==> config.mk <==
export PLATFORM = sky130hd
export DESIGN_NAME = bcd_inc_arbiter
export DESIGN_NICKNAME = d
export VERILOG_FILES = /design/src/rtl/bcd_inc_arbiter.sv
export SDC_FILE = /design/constraint.sdc
export NUM_CORES = 1
export LEC_CHECK = 0
export CORE_MARGIN = 3
export CORE_UTILIZATION = 56
export CTS_CLUSTER_DIAMETER = 40
export CTS_CLUSTER_SIZE = 25
export DETAILED_ROUTE_END_ITERATION = 7
export PLACE_DENSITY = 0.9
export SLEW_MARGIN = 0
export SYNTH_ARGS = -nofsm -noshare
export SYNTH_HDL_FRONTEND = slang
export SYNTH_SLANG_ARGS = --single-unit
==> constraint.sdc <==
create_clock -name clk -period 3.6 [get_ports clk]
set_input_delay 0.54 -clock clk [delete_from_list [all_inputs] [get_ports clk]]
set_output_delay 0.54 -clock clk [all_outputs]
set_load 0.01 [all_outputs]
==> src/rtl/bcd_inc_arbiter.sv <==
// Two BCD event counters share one DIGITS-digit incrementor.
// A round-robin FSM handles one increment at a time: IDLE -> CALC -> WB.
module bcd_inc_arbiter #(
  parameter int unsigned DIGITS = 3
) (
  input  logic                  clk,
  input  logic                  reset,
  input  logic                  req0,
  input  logic                  req1,
  input  logic                  clr0,
  input  logic                  clr1,
  output logic                  ack0,
  output logic                  ack1,
  output logic [4*DIGITS-1:0]   cnt0,
  output logic [4*DIGITS-1:0]   cnt1,
  output logic                  ovf0,
  output logic                  ovf1,
  output logic                  busy
);

  localparam int unsigned W = 4 * DIGITS;

  localparam logic [1:0] IDLE = 2'd0;
  localparam logic [1:0] CALC = 2'd1;
  localparam logic [1:0] WB   = 2'd2;

  logic [1:0]   state, state_nxt;
  logic         sel, sel_nxt;
  logic         last;
  logic [W-1:0] res;
  logic         res_cy;

  logic [W-1:0]    inc_in;
  logic [W-1:0]    inc_out;
  logic [DIGITS:0] inc_cy;

  assign inc_in = sel ? cnt1 : cnt0;

  // Ripple BCD +1: a digit >= 9 that receives the carry wraps to 0 and passes it on
  always_comb begin
    inc_out   = '0;
    inc_cy    = '0;
    inc_cy[0] = 1'b1;
    for (int unsigned i = 0; i < DIGITS; i++) begin
      if (inc_cy[i]) begin
        if (inc_in[4*i +: 4] >= 4'd9) begin
          inc_out[4*i +: 4] = 4'd0;
          inc_cy[i+1]       = 1'b1;
        end else begin
          inc_out[4*i +: 4] = 4'(inc_in[4*i +: 4] + 4'd1);
          inc_cy[i+1]       = 1'b0;
        end
      end else begin
        inc_out[4*i +: 4] = inc_in[4*i +: 4];
        inc_cy[i+1]       = 1'b0;
      end
    end
  end

  // Next-state and requester selection
  always_comb begin
    state_nxt = state;
    sel_nxt   = sel;
    case (state)
      IDLE: begin
        if (req0 || req1) begin
          sel_nxt   = (req0 && req1) ? ~last : req1;
          state_nxt = CALC;
        end
      end
      CALC:    state_nxt = WB;
      WB:      state_nxt = IDLE;
      default: state_nxt = IDLE;
    endcase
  end

  // State, datapath and output registers; a clear overrides a same-edge write-back
  always_ff @(posedge clk) begin
    if (reset) begin
      state  <= IDLE;
      sel    <= 1'b0;
      last   <= 1'b1;
      res    <= '0;
      res_cy <= 1'b0;
      ack0   <= 1'b0;
      ack1   <= 1'b0;
      busy   <= 1'b0;
      cnt0   <= '0;
      cnt1   <= '0;
      ovf0   <= 1'b0;
      ovf1   <= 1'b0;
    end else begin
      state <= state_nxt;
      sel   <= sel_nxt;
      busy  <= (state_nxt != IDLE);
      ack0  <= (state_nxt == WB) && !sel_nxt;
      ack1  <= (state_nxt == WB) &&  sel_nxt;

      if (state == CALC) begin
        res    <= inc_out;
        res_cy <= inc_cy[DIGITS];
      end

      if (state == WB) begin
        last <= sel;
        if (!sel) begin
          cnt0 <= res;
          if (res_cy) ovf0 <= 1'b1;
        end else begin
          cnt1 <= res;
          if (res_cy) ovf1 <= 1'b1;
        end
      end

      if (clr0) begin
        cnt0 <= '0;
        ovf0 <= 1'b0;
      end
      if (clr1) begin
        cnt1 <= '0;
        ovf1 <= 1'b0;
      end
    end
  end

endmodule

==> results of run 1 <==
-- where the power goes --
group / internal (mW) / switching (mW) / total (mW)
clock network: 0.194 / 0.166 / 0.360
logic: 0.0273 / 0.0409 / 0.0682
registers: 0.521 / 0.0151 / 0.536
-- flip-flops by register name (all words and copies together) (netlist names) --
signal	cells
last	1
ovf0	1
res_cy	1
ack1	1
ovf1	1
cnt1	12
state	2
res	12
sel	1
ack0	1
busy	1
cnt0	12
-- worst paths after layout --
check                         end  slack, ps  depth (start not counted)
max           res[4]$_SDFFE_PP0P_        830                          7
min          cnt1[6]$_SDFFE_PP0P_        470                          2
max reg2reg   res[4]$_SDFFE_PP0P_        830                          7
min reg2reg  cnt1[6]$_SDFFE_PP0P_        470                          2
-- per-layer routing --
metal  up-vias  GRT usage (%)  wire [um]
met5         -              0          0
met4         0           8.61         51
li1        941              -          -
met3         4           3.49        390
met1       861           32.3       2230
met2        90           39.8       2440
-- layout by cell type (no fill, tap or decap), types with 2 or more instances in the layout --
| cell | count |
|---|---|
| sky130_fd_sc_hd__nand2b_1 | 4 |
| sky130_fd_sc_hd__xnor2_1 | 2 |
| sky130_fd_sc_hd__nand2_1 | 60 |
| sky130_fd_sc_hd__or2_2 | 3 |
| sky130_fd_sc_hd__mux2_2 | 4 |
| sky130_fd_sc_hd__a31oi_1 | 3 |
| sky130_fd_sc_hd__a21oi_1 | 35 |
| sky130_fd_sc_hd__a32oi_1 | 2 |
| sky130_fd_sc_hd__dfxtp_1 | 46 |
| sky130_fd_sc_hd__ha_1 | 9 |
| sky130_fd_sc_hd__nor2b_1 | 2 |
| sky130_fd_sc_hd__nor4_1 | 2 |
| sky130_fd_sc_hd__clkdlybuf4s50_1 | 34 |
| sky130_fd_sc_hd__nand3_1 | 6 |
| sky130_fd_sc_hd__nand4_1 | 6 |
| sky130_fd_sc_hd__mux2i_1 | 8 |
| sky130_fd_sc_hd__nand3b_1 | 2 |
| sky130_fd_sc_hd__o21ai_0 | 8 |
| sky130_fd_sc_hd__inv_1 | 10 |
| sky130_fd_sc_hd__clkbuf_8 | 8 |
| sky130_fd_sc_hd__and3_1 | 2 |
| sky130_fd_sc_hd__o211ai_1 | 2 |
| sky130_fd_sc_hd__nor2_1 | 14 |
-- worst max-delay path: stages (launching register included) --
cell,delay [ps]
sky130_fd_sc_hd__dfxtp_1,980
sky130_fd_sc_hd__mux2i_1,490
sky130_fd_sc_hd__inv_1,130
sky130_fd_sc_hd__ha_1,210
sky130_fd_sc_hd__inv_1,70
sky130_fd_sc_hd__a32o_1,300
sky130_fd_sc_hd__nor2_1,150
sky130_fd_sc_hd__o32ai_1,320
-- cell families after synthesis --
logic type	count (synthesis)	share of synthesized area [%]
simple gates	105	22.3
buf+inv	22	4.34
flops	46	43.7
mux	13	6.59
compound gates	59	16.9
fa+ha+maj	9	5.34
xor+xnor	2	0.832
-- metrics by stage --
step           power (mW)  instances  hold slack, ps  utilization (%)
3_5_place_dp        0.614        324             459             70.7
5_1_grt             0.988        332             485             73.8
2_1_floorplan       0.591        256             439                -
3_3_place_gp        0.612        324             455             70.7
4_1_cts             0.962        332             469             73.8
6_report            0.964        332             468             73.8
-- area by class of cell --
| cell class | count | area share [%] |
|---|---|---|
| repair buffers | 34 | 13.3 |
| multi-input cells | 188 | 42.7 |
| inverters | 10 | 1.47 |
| flip-flops and latches | 46 | 36.0 |
| well taps | 46 | 2.25 |
| clock buffers | 8 | 4.30 |
==> impl_metrics.prom, run 1 <==
# TYPE chip_impl_metric gauge
chip_impl_metric{name="start_util",unit="%"} 60.8
chip_impl_info{name="clock_tree_from_tritoncts",value="yes"} 1
chip_impl_metric{name="powerDensity",unit="mW/mm^2"} 376
chip_impl_metric{name="gpl.final_weighted_congestion",unit=""} 0.876
chip_impl_metric{name="synth_area_per_cell",unit="sq um"} 8.23
chip_impl_metric{name="yosys_register_bits",unit=""} 46
chip_impl_metric{name="vdd.ir_drop.worst",unit="uV"} 407
chip_impl_metric{name="dr.pass1.iters",unit=""} 4
chip_impl_metric{name="required",unit="ps"} 3790
chip_impl_metric{name="dieArea",unit="sq mm"} 0.00453
chip_impl_metric{name="synthToLayoutAreaGrowth",unit="%"} 21.6
chip_impl_metric{name="synthesis.instances",unit=""} 256
chip_impl_metric{name="antenna_cells",unit=""} 0
chip_impl_metric{name="drv_slew",unit=""} 0
chip_impl_info{name="most_instantiated_library_cell_after_synthesis",value="sky130_fd_sc_hd__nand2_1"} 1
chip_impl_metric{name="post-route-drc-count",unit=""} 0
chip_impl_metric{name="global_route_wire_length_before_repair",unit="mm"} 8.34
chip_impl_metric{name="synthesis.area",unit="sq mm"} 0.00211
chip_impl_metric{name="post-dp-hpwl",unit="mm"} 3.39
chip_impl_metric{name="globalRouteTotalUtil",unit="%"} 24.2
chip_impl_metric{name="core_region_area",unit="sq mm"} 0.00347
chip_impl_info{name="yosys.area.top_type",value="sky130_fd_sc_hd__dfxtp_1"} 1
chip_impl_metric{name="post-cts-setup-buffer-count",unit=""} 0
chip_impl_info{name="timing.critical_path.from",value="sel$_SDFF_PP0_"} 1
chip_impl_info{name="run_status",value="finished, final reports clean"} 1
chip_impl_metric{name="antenna_found_initial",unit=""} 0
chip_impl_metric{name="clk-insertion-delay-late",unit="ps"} 290
chip_impl_info{name="clk_root_buffer_cell",value="sky130_fd_sc_hd__clkbuf_8"} 1
chip_impl_metric{name="global_route.overflow_total",unit=""} 0
chip_impl_metric{name="clock-sinks",unit=""} 46
chip_impl_metric{name="max_slew_margin",unit="%"} 31.2
chip_impl_metric{name="fin_crit_sh",unit="%"} 76.9
chip_impl_metric{name="max-cap-violations",unit=""} 0
chip_impl_metric{name="vias_in_the_first_global_route",unit=""} 1773
chip_impl_metric{name="fraction_of_registers_with_async_set_or_reset_after_synthesis",unit="%"} 0
chip_impl_info{name="synthTopCellsByArea",value="sky130_fd_sc_hd__dfxtp_1 44%, sky130_fd_sc_hd__nand2_1 11%, sky130_fd_sc_hd__a21oi_1 8.3%"} 1
chip_impl_metric{name="p_leak",unit="nW"} 0.906
chip_impl_metric{name="floorplan.die.height",unit="um"} 67.3
chip_impl_metric{name="ff_latch_area",unit="sq um"} 921
chip_impl_metric{name="total_vias_in_the_final_route",unit=""} 1896
chip_impl_metric{name="dpl-instance-area",unit="sq mm"} 0.00245
chip_impl_metric{name="path_max_fanout",unit=""} 21
chip_impl_metric{name="synth_warnings",unit=""} 0
chip_impl_metric{name="synth_enable_flop_cells",unit=""} 0
chip_impl_metric{name="cts-resized-gates",unit=""} 0
chip_impl_info{name="criticalPathCategory",value="reg -> reg"} 1
chip_impl_metric{name="ys_seq_area_share",unit="%"} 43.7
chip_impl_metric{name="ports_placed_on_the_boundary",unit=""} 35
chip_impl_info{name="timing.rr.start",value="sel$_SDFF_PP0_"} 1
chip_impl_metric{name="timing_worst_slew_pin_value",unit="ps"} 1030
chip_impl_info{name="worstHoldPathType",value="reg -> reg"} 1
chip_impl_metric{name="multi_input_combinational_cell_area",unit="sq mm"} 0.00109
chip_impl_metric{name="final_net_count",unit=""} 300
chip_impl_metric{name="finish.instance_area",unit="sq mm"} 0.00256
chip_impl_metric{name="detailedRoute.firstIterationViolations",unit=""} 212
chip_impl_metric{name="grt_start_max_net_pins",unit=""} 22
chip_impl_metric{name="final-hold-violation-count",unit=""} 0
chip_impl_metric{name="timing.final.crit_period",unit="ps"} 2770
chip_impl_metric{name="cts_buffers",unit=""} 5
chip_impl_metric{name="cts_hold_buf",unit=""} 0
chip_impl_metric{name="synth_top_area_share",unit="%"} 43.7
chip_impl_metric{name="timing.final.setup_violations",unit=""} 0
chip_impl_metric{name="clock.fmax",unit="MHz"} 361
chip_impl_metric{name="timing.final.ws_setup",unit="ps"} 831
chip_impl_metric{name="largest_clock_skew_in_the_final_design",unit="ps"} 9.50
chip_impl_metric{name="post_place_setup_slack",unit="ps"} 888
chip_impl_metric{name="final_antenna_net_count",unit=""} 0
chip_impl_metric{name="ctsLongestPathBuffers",unit=""} 2
chip_impl_metric{name="synthDistinctLibCells",unit=""} 38
chip_impl_info{name="rsz0062_at_grt",value="false"} 1
chip_impl_info{name="timing.hold.worst.start",value="res[6]$_SDFFE_PP0P_"} 1
chip_impl_metric{name="placementRows",unit=""} 21
chip_impl_metric{name="route.final.wire_length",unit="mm"} 5.11
chip_impl_metric{name="numPortBuffers",unit=""} 34
chip_impl_metric{name="critPathArrivalTime",unit="ps"} 2960
chip_impl_info{name="worstSetupEndpointType",value="flop"} 1
chip_impl_info{name="synth_commonest_cells",value="60 x sky130_fd_sc_hd__nand2_1, 46 x sky130_fd_sc_hd__dfxtp_1, 35 x sky130_fd_sc_hd__a21oi_1, 14 x sky130_fd_sc_hd__nor2_1"} 1
chip_impl_info{name="critical_path.startpoint_type",value="flop"} 1
chip_impl_metric{name="htreeDepth",unit=""} 2
chip_impl_metric{name="dieWidth",unit="um"} 67.3
chip_impl_info{name="synthFlopType",value="sky130_fd_sc_hd__dfxtp_1"} 1
chip_impl_metric{name="worst_setup_hold_path_clk_slew",unit="ps"} 90
chip_impl_metric{name="layout_cells_sized_above_1",unit="%"} 6.64
chip_impl_metric{name="syn-num-nets",unit=""} 271
chip_impl_metric{name="routed_via_density",unit=""} 5.71
chip_impl_metric{name="finalSetupTns",unit="ps"} 0
chip_impl_metric{name="nFillCells",unit=""} 268
chip_impl_metric{name="routed_wire_length_per_instance",unit="um"} 15.4
(Power assumes the default switching activity.)
==> inputs of run 2 (changes only) <==
Settings changed: CORE_UTILIZATION 56 to 47, PLACE_DENSITY 0.9 to 0.82.
Clock period 3.6 ns to 2.3 ns, I/O delays scaled along.
==> run 2 against run 1 <==
Critical path depth down 1. Clock power grew 28%. Design area up 2.8%. Fmax increased by 34%. Utilization decreased by 11 points. Clock skew down 4.1 ps. Power up 47%. Global-route usage decreased by 2.6 points. Sequential share of layout area fell by 0.85 points. Count of clock-buffer cells in the layout is 1 lower. Critical endpoint is now res_cy$_SDFFE_PP0P_. Largest power group unchanged. Highest routed layer unchanged.
==> impl_metrics.prom, run 2 (synthesis results as in run 1) <==
# TYPE chip_impl_metric gauge
chip_impl_metric{name="power.combinational.fraction",unit="%"} 8.7
chip_impl_info{name="criticalPathCategory",value="reg -> reg"} 1
chip_impl_metric{name="start_util",unit="%"} 50.5
chip_impl_metric{name="dr.pass1.iters",unit=""} 4
chip_impl_metric{name="gpl.final_weighted_congestion",unit=""} 0.911
chip_impl_metric{name="finish.instance_area",unit="sq mm"} 0.00263
chip_impl_metric{name="cp_buf_inv_count",unit=""} 1
chip_impl_metric{name="path_max_fanout",unit=""} 11
chip_impl_metric{name="routed_via_density",unit=""} 5.56
chip_impl_metric{name="layout_cells_sized_above_1",unit="%"} 10.4
chip_impl_metric{name="worst_setup_hold_path_clk_slew",unit="ps"} 80
chip_impl_info{name="final_cell_mix",value="60 x sky130_fd_sc_hd__nand2_1, 45 x sky130_fd_sc_hd__dfxtp_1, 35 x sky130_fd_sc_hd__a21oi_1"} 1
chip_impl_metric{name="post-dp-hpwl",unit="mm"} 3.68
chip_impl_metric{name="powerDensity",unit="mW/mm^2"} 538
chip_impl_metric{name="max-cap-violations",unit=""} 0
chip_impl_info{name="cp_top_family",value="flip-flops"} 1
chip_impl_metric{name="cts_buffers",unit=""} 5
chip_impl_metric{name="global_route.overflow_total",unit=""} 0
chip_impl_metric{name="cts_hold_buf",unit=""} 0
chip_impl_metric{name="p_seq_share",unit="%"} 58.8
chip_impl_metric{name="routed_wire_length_per_instance",unit="um"} 15.4
chip_impl_metric{name="total_switching_power",unit="uW"} 341
chip_impl_info{name="clk_root_buffer_cell",value="sky130_fd_sc_hd__clkbuf_8"} 1
chip_impl_metric{name="nFillCells",unit=""} 352
chip_impl_metric{name="ports_placed_on_the_boundary",unit=""} 35
chip_impl_metric{name="core_region_area",unit="sq mm"} 0.00417
chip_impl_metric{name="largest_clock_skew_in_the_final_design",unit="ps"} 5.36
chip_impl_metric{name="vdd.ir_drop.worst",unit="uV"} 423
chip_impl_metric{name="antenna_found_initial",unit=""} 0
chip_impl_metric{name="final-hold-violation-count",unit=""} 0
chip_impl_metric{name="global_route_wire_length_before_repair",unit="mm"} 8.88
chip_impl_metric{name="dpl-instance-area",unit="sq mm"} 0.00255
chip_impl_metric{name="slowest_delay",unit="ps"} 470
chip_impl_metric{name="post-route-drc-count",unit=""} 0
chip_impl_info{name="worstSetupEndpointType",value="flop"} 1
chip_impl_metric{name="finalHoldWorstSlack",unit="ps"} 466
chip_impl_metric{name="swShare",unit="%"} 24.0
chip_impl_info{name="reg_top3",value="cnt0 x12, cnt1 x12, res x12"} 1
chip_impl_metric{name="placed_cells",unit=""} 340
chip_impl_info{name="rsz0062_at_grt",value="false"} 1
chip_impl_metric{name="htreeDepth",unit=""} 2
chip_impl_info{name="clock_tree_from_tritoncts",value="yes"} 1
chip_impl_info{name="layout.cells.most_common",value="sky130_fd_sc_hd__nand2_1"} 1
chip_impl_metric{name="clock.fmax",unit="MHz"} 483
chip_impl_metric{name="timing.final.crit_period",unit="ps"} 2070
chip_impl_metric{name="dieWidth",unit="um"} 73.0
chip_impl_metric{name="final_net_count",unit=""} 312
chip_impl_metric{name="clk-insertion-delay-late",unit="ps"} 300
chip_impl_metric{name="timing_worst_slew_pin_value",unit="ps"} 576
chip_impl_info{name="critical_path.startpoint_type",value="flop"} 1
chip_impl_metric{name="detailedRoute.firstIterationViolations",unit=""} 218
chip_impl_metric{name="max_slew_margin",unit="%"} 61.6
chip_impl_metric{name="post_layout_nonfiller_instances",unit=""} 347
chip_impl_metric{name="synthToLayoutAreaGrowth",unit="%"} 25.0
chip_impl_metric{name="drv_slew",unit=""} 0
chip_impl_metric{name="total_vias_in_the_final_route",unit=""} 1931
chip_impl_metric{name="finalSetupTns",unit="ps"} 0
chip_impl_metric{name="final_antenna_net_count",unit=""} 0
chip_impl_metric{name="clock-sinks",unit=""} 46
chip_impl_metric{name="numPortBuffers",unit=""} 34
chip_impl_metric{name="dieArea",unit="sq mm"} 0.00532
chip_impl_metric{name="placementRows",unit=""} 23
chip_impl_metric{name="internal_power",unit="mW"} 1.08
chip_impl_metric{name="critPathArrivalTime",unit="ps"} 2300
chip_impl_metric{name="clockPowerShare",unit="%"} 32.5
chip_impl_metric{name="timing.final.setup_violations",unit=""} 0
chip_impl_metric{name="required",unit="ps"} 2530
chip_impl_metric{name="route.final.wire_length",unit="mm"} 5.33
chip_impl_metric{name="antenna_cells",unit=""} 0
chip_impl_metric{name="fin_crit_sh",unit="%"} 90.1
chip_impl_metric{name="ctsLongestPathBuffers",unit=""} 2
chip_impl_metric{name="floorplan.die.height",unit="um"} 73.0
chip_impl_metric{name="vias_in_the_first_global_route",unit=""} 1848
chip_impl_metric{name="post-route-util",unit="%"} 63.1
chip_impl_metric{name="globalRouteTotalUtil",unit="%"} 21.6
chip_impl_info{name="worst_path_slowest_cell",value="sky130_fd_sc_hd__dfxtp_4"} 1
chip_impl_metric{name="p_leak",unit="nW"} 0.946
chip_impl_info{name="crit_chain",value="mux2i_1, ha_1, inv_1, a32o_1, or4_1, a21oi_1"} 1
chip_impl_info{name="run_status",value="finished, final reports clean"} 1
chip_impl_info{name="worstHoldPathType",value="reg -> reg"} 1
chip_impl_metric{name="grt_start_max_net_pins",unit=""} 15
-- run 2: cell type report --
class	instances	area (sq um)	share of cell area, %
timing repair buffer	46	430	16.3
clock buffer	7	76.3	2.90
sequential	46	925	35.1
tap	50	62.6	2.38
inverter	10	37.5	1.43
multi-input combinational	188	1100	41.9
-- run 2: final timing paths --
check | startpoint | slack, ps | end | cells after the start
setup / recovery | sel$_SDFF_PP0_ | 230 | res_cy$_SDFFE_PP0P_ | 6
hold / removal | res[9]$_SDFFE_PP0P_ | 470 | cnt0[9]$_SDFFE_PP0P_ | 2
setup reg to reg | sel$_SDFF_PP0_ | 230 | res_cy$_SDFFE_PP0P_ | 6
hold reg to reg | res[9]$_SDFFE_PP0P_ | 470 | cnt0[9]$_SDFFE_PP0P_ | 2
-- run 2: power by group through the flow --
stage / combinational [mW] / clock, mW / sequential [mW]
floorplan: 0.0782 / 0 / 0.847
global placement: 0.120 / 0 / 0.852
detailed placement: 0.122 / 0 / 0.852
CTS: 0.122 / 0.472 / 0.834
global route: 0.134 / 0.497 / 0.838
finish: 0.123 / 0.460 / 0.834
-- run 2: through the flow --
| step | setup slack, ps | power, mW |
|---|---|---|
| after floorplan | 63.7 | 0.925 |
| after global placement | 102 | 0.972 |
| after detailed placement | 0.564 | 0.974 |
| after CTS | 160 | 1.43 |
| after global routing | 34.7 | 1.47 |
| final | 228 | 1.42 |
-- run 2: timing repair --
action / CTS / global route
setup buffers: 0 / 0
setup endpoints to repair: 3 / 3
pin swaps: 0 / 0
gates resized for setup: 1 / 3
-- run 2: worst reg2reg max path, cell delays in order (launching register included) --
cell	delay (ps)
sky130_fd_sc_hd__dfxtp_4	470
sky130_fd_sc_hd__mux2i_1	410
sky130_fd_sc_hd__ha_1	210
sky130_fd_sc_hd__inv_1	50
sky130_fd_sc_hd__a32o_1	250
sky130_fd_sc_hd__or4_1	470
sky130_fd_sc_hd__a21oi_1	150
-- run 2: metal layers --
| metal | up-vias | part of all wire (%) | GRT usage [%] | wire length, um |
|---|---|---|---|---|
| li1 | 965 | - | - | - |
| met1 | 883 | 44 | 28.3 | 2360 |
| met2 | 73 | 47 | 34.3 | 2480 |
| met3 | 10 | 7.2 | 4.82 | 385 |
| met4 | 0 | 2.0 | 9.02 | 108 |
| met5 | - | 0 | 0 | 0 |
